==> src/rtl/div_if.sv <==
// Request/response bundle between the EX stage and the iterative divider.
interface div_if;
    logic        signed_div_i;
    logic [15:0] opdata1_i;
    logic [15:0] opdata2_i;
    logic        start_i;
    logic        annul_i;
    logic [31:0] result_o;
    logic        ready_o;
    logic        stallreq_o;

    modport master (
        output signed_div_i, opdata1_i, opdata2_i, start_i, annul_i,
        input  result_o, ready_o, stallreq_o
    );

    modport slave (
        input  signed_div_i, opdata1_i, opdata2_i, start_i, annul_i,
        output result_o, ready_o, stallreq_o
    );
endinterface

==> src/rtl/div.sv <==
// 16-bit signed/unsigned restoring divider, one quotient bit per clock.
// Latency 17 edges from start (2 on divide-by-zero); requester stalls via stallreq_o until ready_o.
module div (
    input  logic  clk,
    input  logic  rst,
    div_if.slave  bus
);
    typedef enum logic [1:0] {FREE, DIV_BYZERO, DIV_ON, DIV_END} state_e;

    state_e      state_q, state_d;
    logic [4:0]  cnt_q, cnt_d;
    logic [15:0] rem_q, rem_d;
    logic [15:0] quo_q, quo_d;
    logic [15:0] dvs_q, dvs_d;
    logic        neg_quo_q, neg_quo_d;
    logic        neg_rem_q, neg_rem_d;
    logic [31:0] result_q, result_d;
    logic        ready_q, ready_d;

    logic [16:0] shifted;
    logic [16:0] diff;
    logic [15:0] step_rem;
    logic [15:0] step_quo;
    logic [15:0] mag1;
    logic [15:0] mag2;
    logic [15:0] quo_fix;
    logic [15:0] rem_fix;

    always_comb begin
        state_d   = state_q;
        cnt_d     = cnt_q;
        rem_d     = rem_q;
        quo_d     = quo_q;
        dvs_d     = dvs_q;
        neg_quo_d = neg_quo_q;
        neg_rem_d = neg_rem_q;
        result_d  = result_q;
        ready_d   = ready_q;

        // Dividend shifts out of quo_q MSB-first while quotient bits shift in at the LSB.
        shifted  = {rem_q, quo_q[15]};
        diff     = shifted - {1'b0, dvs_q};
        step_rem = diff[16] ? shifted[15:0] : diff[15:0];
        step_quo = {quo_q[14:0], ~diff[16]};
        quo_fix  = neg_quo_q ? 16'(16'd0 - step_quo) : step_quo;
        rem_fix  = neg_rem_q ? 16'(16'd0 - step_rem) : step_rem;

        mag1 = (bus.signed_div_i && bus.opdata1_i[15]) ? 16'(16'd0 - bus.opdata1_i) : bus.opdata1_i;
        mag2 = (bus.signed_div_i && bus.opdata2_i[15]) ? 16'(16'd0 - bus.opdata2_i) : bus.opdata2_i;

        case (state_q)
            FREE: begin
                result_d = 32'd0;
                ready_d  = 1'b0;
                if (bus.start_i && !bus.annul_i) begin
                    if (bus.opdata2_i == 16'd0) begin
                        state_d = DIV_BYZERO;
                    end else begin
                        state_d   = DIV_ON;
                        cnt_d     = 5'd0;
                        rem_d     = 16'd0;
                        quo_d     = mag1;
                        dvs_d     = mag2;
                        neg_quo_d = bus.signed_div_i && (bus.opdata1_i[15] ^ bus.opdata2_i[15]);
                        neg_rem_d = bus.signed_div_i && bus.opdata1_i[15];
                    end
                end
            end
            DIV_BYZERO: begin
                if (bus.annul_i) begin
                    state_d  = FREE;
                    result_d = 32'd0;
                    ready_d  = 1'b0;
                end else begin
                    state_d  = DIV_END;
                    result_d = 32'd0;
                    ready_d  = 1'b1;
                end
            end
            DIV_ON: begin
                if (bus.annul_i) begin
                    state_d  = FREE;
                    result_d = 32'd0;
                    ready_d  = 1'b0;
                end else begin
                    rem_d = step_rem;
                    quo_d = step_quo;
                    cnt_d = cnt_q + 5'd1;
                    if (cnt_q == 5'd15) begin
                        state_d  = DIV_END;
                        result_d = {rem_fix, quo_fix};
                        ready_d  = 1'b1;
                    end
                end
            end
            DIV_END: begin
                if (!bus.start_i) begin
                    state_d  = FREE;
                    result_d = 32'd0;
                    ready_d  = 1'b0;
                end
            end
            default: begin
                state_d  = FREE;
                result_d = 32'd0;
                ready_d  = 1'b0;
            end
        endcase
    end

    always_ff @(posedge clk) begin
        if (!rst) begin
            state_q   <= FREE;
            cnt_q     <= 5'd0;
            rem_q     <= 16'd0;
            quo_q     <= 16'd0;
            dvs_q     <= 16'd0;
            neg_quo_q <= 1'b0;
            neg_rem_q <= 1'b0;
            result_q  <= 32'd0;
            ready_q   <= 1'b0;
        end else begin
            state_q   <= state_d;
            cnt_q     <= cnt_d;
            rem_q     <= rem_d;
            quo_q     <= quo_d;
            dvs_q     <= dvs_d;
            neg_quo_q <= neg_quo_d;
            neg_rem_q <= neg_rem_d;
            result_q  <= result_d;
            ready_q   <= ready_d;
        end
    end

    assign bus.result_o   = result_q;
    assign bus.ready_o    = ready_q;
    assign bus.stallreq_o = bus.start_i && !ready_q && !bus.annul_i;
endmodule

==> src/flat_wrapper.sv <==
// flat-port wrapper written by rule: the top's interface ports become plain ports
module div_flat 
  (clk, rst, bus_signed_div_i, bus_opdata1_i, bus_opdata2_i, bus_start_i, bus_annul_i, bus_result_o, bus_ready_o, bus_stallreq_o);
  div_if bus_i ();
  input  logic clk;
  input  logic rst;
  input wire logic [$bits(bus_i.signed_div_i)-1:0] bus_signed_div_i;
  input wire logic [$bits(bus_i.opdata1_i)-1:0] bus_opdata1_i;
  input wire logic [$bits(bus_i.opdata2_i)-1:0] bus_opdata2_i;
  input wire logic [$bits(bus_i.start_i)-1:0] bus_start_i;
  input wire logic [$bits(bus_i.annul_i)-1:0] bus_annul_i;
  output wire logic [$bits(bus_i.result_o)-1:0] bus_result_o;
  output wire logic [$bits(bus_i.ready_o)-1:0] bus_ready_o;
  output wire logic [$bits(bus_i.stallreq_o)-1:0] bus_stallreq_o;
  assign bus_i.signed_div_i = bus_signed_div_i;
  assign bus_i.opdata1_i = bus_opdata1_i;
  assign bus_i.opdata2_i = bus_opdata2_i;
  assign bus_i.start_i = bus_start_i;
  assign bus_i.annul_i = bus_annul_i;
  assign bus_result_o = bus_i.result_o;
  assign bus_ready_o = bus_i.ready_o;
  assign bus_stallreq_o = bus_i.stallreq_o;
  div u_core (.clk(clk), .rst(rst), .bus(bus_i));
endmodule
==> config.mk <==
export PLATFORM = sky130hd
export DESIGN_NAME = div_flat
export DESIGN_NICKNAME = d
export VERILOG_FILES = /design/src/rtl/div_if.sv /design/src/rtl/div.sv /design/src/flat_wrapper.sv
export SDC_FILE = /design/constraint.sdc
export NUM_CORES = 1
export LEC_CHECK = 0
export BUFFER_PORTS_ARGS = -buffer_cell sky130_fd_sc_hd__clkbuf_2
export CORE_MARGIN = 1.5
export CORE_UTILIZATION = 40
export CTS_BUF_LIST = sky130_fd_sc_hd__clkbuf_16
export DETAILED_ROUTE_END_ITERATION = 7
export PLACE_DENSITY = 0.68
export SLEW_MARGIN = 20
export SYNTH_ARGS = -nofsm -noshare
export SYNTH_HDL_FRONTEND = slang
export SYNTH_SLANG_ARGS = --single-unit
export TNS_END_PERCENT = 30
==> constraint.sdc <==
create_clock -name clk -period 3.5 [get_ports clk]
set_input_delay 0.7 -clock clk [delete_from_list [all_inputs] [get_ports clk]]
set_output_delay 0.7 -clock clk [all_outputs]
set_load 0.05 [all_outputs]
; Word level (Yosys, flattened, before mapping)
; Cells that the tools add are included.
[classes]
add_sub_neg = 6
eq_ne = 9
muxes = 33
n_bitwise = 3
n_reduce_logical = 16
[op_table]
columns = operator, n
row1 = $mux W16, 11
row2 = $mux W32, 3
row3 = $pmux W32 S3, 1
row4 = $pmux W16 S2, 2
row5 = $sub A1 B16 Y16 const A, 4
row6 = $sub A17 B16 Y17, 1
row7 = $logic_not A16 Y1, 1
row8 = $mux W5, 3
row9 = $mux W2, 6
row10 = $pmux W5 S2, 1
row11 = $pmux W2 S4, 1
row12 = $logic_and A1 B1 Y1, 6
row13 = $ne A2 B2 Y1 const B, 3
row14 = $reduce_and A3 Y1, 2
row15 = $add A5 B1 Y5 const B, 1
row16 = $eq A5 B4 Y1 const B, 1
row17 = $eq A2 B2 Y1 const B, 2
row18 = $mux W1, 4
row19 = $pmux W1 S4, 1
row20 = $reduce_and A4 Y1, 1
row21 = $ne A3 B2 Y1 const B, 1
row22 = $eq A2 B1 Y1 const B, 1
row23 = $logic_not A1 Y1, 2
row24 = $logic_not A2 Y1, 1
row25 = other kinds (6), 7
[totals]
regBits = 90
inputBits = 37
output_inout_bits = 34
elab_cells = 76

; Logic depth before layout (Yosys ltp)
[depth]
depth_word = 7
depth_mapped = 21
ltp_nobuf = 20

; Least setup slack after synthesis
; No wires, ideal clock.
[synth_timing]
path_type = register to register
from = register u_core.quo_q[15]
to = register u_core.result_q[30], in the netlist u_core.bus.result_o[30]
setup_time_ns = 0.124
t_arrival_ns = 3.697
required_time_ns = 3.376
path_slack_ns = -0.321
stages_incl_launch_ff = 19
n_path_buf = 1
synth_period_minus_slack_ns = 3.821
cell_sequence = dfxtp_1 > inv_1 > ha_1 > inv_1 > fa_1 > a21o_1 > a221o_1 > a21oi_1 > o221a_4 > buf_2 > mux2i_1 > ha_1 > nand2_1 > a2111oi_0 > mux2i_1 > and2_1 > a221oi_2 > xor2_1 > o21ai_1
[synth_via]
elab_chain_len = 7
[synth_rtl]
columns = item, line_no
row1 = start: declaration, div.sv:13  ; logic [15:0] quo_q, quo_d;
row2 = start signal: assignment, div.sv:126  ; quo_q <= quo_d;
row3 = $sub A17 B16 Y17, div.sv:42  ; diff = shifted - {1'b0, dvs_q};
row4 = $mux W16 (*), div.sv:43  ; step_rem = diff[16] ? shifted[15:0] : diff[15:0];
row5 = $sub A1 B16 Y16, div.sv:46  ; rem_fix = neg_rem_q ? 16'(16'd0 - step_rem) : step_rem;
row6 = $mux W16 (*), div.sv:46
row7 = $mux W32 (*), div.sv:89  ; if (cnt_q == 5'd15) begin
row8 = $mux W32 (*), div.sv:81  ; if (bus.annul_i) begin
row9 = $pmux W32 S3 (*), div.sv:51  ; case (state_q)
row10 = end signal: assignment, div.sv:130  ; result_q <= result_d;
row11 = end: declaration, div.sv:17  ; logic [31:0] result_q, result_d;
; Mark *: on every way between the ends. The rest lies on a longest branch, timed or not. The select of a mux whose other input is x is not followed.
; A chain may end at the register's enable or synchronous reset.

; Worst setup path in the final report
; Ends and elaborated chain as after synthesis.

==> results.py <==
metrics = {
    "run_status": {
        "status": "finished, violations left",
        "violations": "DRC",
    },
    "pwr": {
        "ir_drop_v": 0.0003906,
        "p_sw_mw": 2.144,
        "p_total_mw": 4.879,
        "power_frac_seq_pct": 25.3,
        "sw_frac_of_total_pct": 43.94,
        "p_int_mw": 2.735,
        "p_per_area_mw_per_mm2": 718.4,
        "power_frac_clock_pct": 20.1,
        "combPwrFrac_pct": 54.6,
        "p_leak_nw": 2.743,
    },
    "placement": {
        "placed_cells": 977,
        "place.gp.congestion": 0.8806,
        "dp_hpwl_um": 11810,
        "portBuffers": 70,
    },
    "sta": {
        "final_max_slew_viol_count": 0,
        "period_needed_ns": 3.474,
        "grt_setup_unrepaired": "yes",
        "tightest_slew_ns": 0.8921,
        "finClkSkew_ns": 0.009906,
        "fmax_mhz": 287.9,
        "fin_crit_sh_pct": 99.26,
        "slew_headroom_pct": 40.31,
        "final-setup-viol-count": 0,
        "finalHoldViolCount": 0,
    },
    "setup_path": {
        "path_class": "reg2reg",
        "cp-start-kind": "flip-flop",
        "critPathMaxFanout": 4,
        "critPathArrivalTime_ns": 3.70,
        "endpoint_kind": "flip-flop",
        "critPathRequiredTime_ns": 3.72,
    },
    "grt": {
        "grt_pass1_wl_um": 25360,
        "grt_pass1_vias": 5006,
        "grt_overflow": 0,
        "grt_max_degree": 37,
        "antenna_found_initial": 0,
        "grt_usage_pct": 21.39,
    },
    "final_layout": {
        "fillers": 1433,
        "n_antenna_cell": 0,
        "finalCoreUtilization_pct": 48.55,
        "syn2layout_area_growth_pct": 17.57,
        "nets": 874,
        "drive_above_1_share_pct": 16.93,
        "fin_cells": 995,
    },
    "clock_network": {
        "cts_root_buffer": "clkbuf_16",
        "cts_tree": "done",
        "cts_hold_buf": 0,
        "clkTransAtPathRegs_ns": 0.06,
        "clk_latency_ns": 0.35,
        "cts_buffers": 9,
        "h-tree-depth": 3,
        "clock_sinks": 90,
        "clk_path_buf_depth": 2,
    },
    "synthesis": {
        "synth_edf_count": 0,
        "syn_inst": 740,
        "yosys.area.top_type": "dfxtp_1",
        "ys_types": 63,
        "netlist_top_cells_area": "dfxtp_1, xnor2_1, nor2_1",
        "synth_seq_cells": 90,
        "synth-seq-area-share_pct": 31.19,
        "syn_avg_cell_area_um2": 7.806,
        "synth_top_area_share_pct": 31.19,
        "netlist_top_cells_count": "dfxtp_1, nor2_1, nand2_1",
        "async_flop_share_pct": 0,
        "synthesis.area_mm2": 0.005777,
        "yosysMostFrequentCell": "dfxtp_1",
        "yosys_warnings": 0,
        "synthFlopType": "dfxtp_1",
        "syn_nets": 804,
    },
    "run": {
        "drv_cap": 0,
    },
    "route": {
        "drt_iter0_markers": 441,
        "routed_via_density": 5.587,
        "wl_per_cell_um": 15.61,
        "drc": 7,
        "firstDrtPassIters": 8,
        "vias": 5559,
        "wl_um": 15530,
        "ant_nets": 0,
    },
    "floorplan": {
        "rows": 43,
        "core_area_mm2": 0.01399,
        "dieArea_mm2": 0.01517,
        "die_h_um": 123.2,
        "start_util_pct": 41.30,
        "io_pins": 71,
        "die_w_um": 123.2,
    },
    "min_path": {
        "holdCritPathClass": "reg2reg",
    },
}
==> layout make-up <==
type                       count  area, um2  share of cell area (%)
clock buffer                   9      225.2                   3.316
clock inverter                 7      70.07                   1.032
inverter                      36      137.6                   2.027
multi-input combinational    573       3741                   55.08
sequential                    90       1804                   26.57
tap                          180      225.2                   3.316
timing repair buffer         100      588.1                   8.659
==> final timing paths <==
kind,startpoint,to,slack (ns),cells after the start
setup / recovery,u_core.quo_q[15],u_core.bus.result_o[30],0.03,17
hold / removal,u_core.bus.result_o[30],u_core.bus.result_o[30],0.45,2
setup reg to reg,u_core.quo_q[15],u_core.bus.result_o[30],0.03,17
hold reg to reg,u_core.bus.result_o[30],u_core.bus.result_o[30],0.45,2
==> state kept, by name, summed over array words and instances, names as in the netlist, 2 cells and up <==
register,cells
u_core.bus.result_o,32
u_core.dvs_q,16
u_core.quo_q,16
u_core.rem_q,16
u_core.cnt_q,5
u_core.state_q,2
==> metal layers <==
layer	global-route usage, %	up-vias	part of all wire [%]
met5	0	-	0
met4	6.034	0	1.8
met3	4.889	23	6.1
met2	33.30	186	44
met1	29.63	2559	48
li1	-	2791	-
==> stage by stage <==
step / setup TNS, ns / setup WS, ns / hold slack [ns] / instance area, um2
2_1_floorplan: -0.06432 / -0.06432 / 0.4319 / 5824
6_report: 0 / 0.02604 / 0.4464 / 6792
4_1_cts: 0 / 0.01008 / 0.4534 / 6744
3_3_place_gp: 0 / 0.0001992 / 0.4371 / 6441
5_1_grt: -0.6303 / -0.2183 / 0.4662 / 6792
3_5_place_dp: -0.08150 / -0.07177 / 0.4448 / 6441
==> cells in the final DEF, fill, tap and decap left out, types with 10 or more instances in the layout <==
master    instances
a211oi_1         23
a21o_1           10
a21oi_1          44
a222oi_1         14
a22oi_1          21
and2_1           10
buf_4            29
clkbuf_2         70
dfxtp_1          88
ha_1             24
inv_1            33
nand2_1          73
nor2_1           88
nor2b_1          15
nor3_1           14
o21ai_0          43
o31ai_1          10
xnor2_1          45
xor2_1           24
==> repair_timing <==
action,CTS,global route
endpoints found under the setup margin,4,10
resized for setup,0,8
pin swaps,5,2
setup buffers,1,1
==> worst max-delay path, cell delays in order (launching register included) <==
cell       delay, ns
dfxtp_2         0.32
inv_2           0.07
ha_4            0.13
inv_2           0.04
fa_2            0.39
a21o_1          0.18
a221o_1         0.34
a211o_1         0.28
o221a_4         0.14
mux2i_2         0.21
ha_2            0.23
nand2_2         0.06
a2111oi_4       0.21
mux2i_2         0.15
and2_4          0.18
a221oi_2        0.19
xor2_1          0.16
o21ai_1         0.07
==> cell families (layout without fill, tap and decap cells) <==
logic type	after synthesis	count (layout)	synth area share (%)
flops	90	90	31.19
simple gates	253	253	20.32
xor+xnor	69	69	10.46
fa+ha+maj	27	27	5.978
compound gates	217	217	25.45
buf+inv	77	152	5.393
mux	7	7	1.213
==> power by group through the flow <==
stage / Clock [mW] / Sequential (mW) / Combinational [mW]
floorplan: 0 / 1.29 / 1.90
global placement: 0 / 1.25 / 2.52
detailed placement: 0 / 1.25 / 2.54
CTS: 1.00 / 1.23 / 2.56
global route: 1.04 / 1.25 / 2.93
finish: 0.979 / 1.23 / 2.67
(Power assumes the default switching activity.)
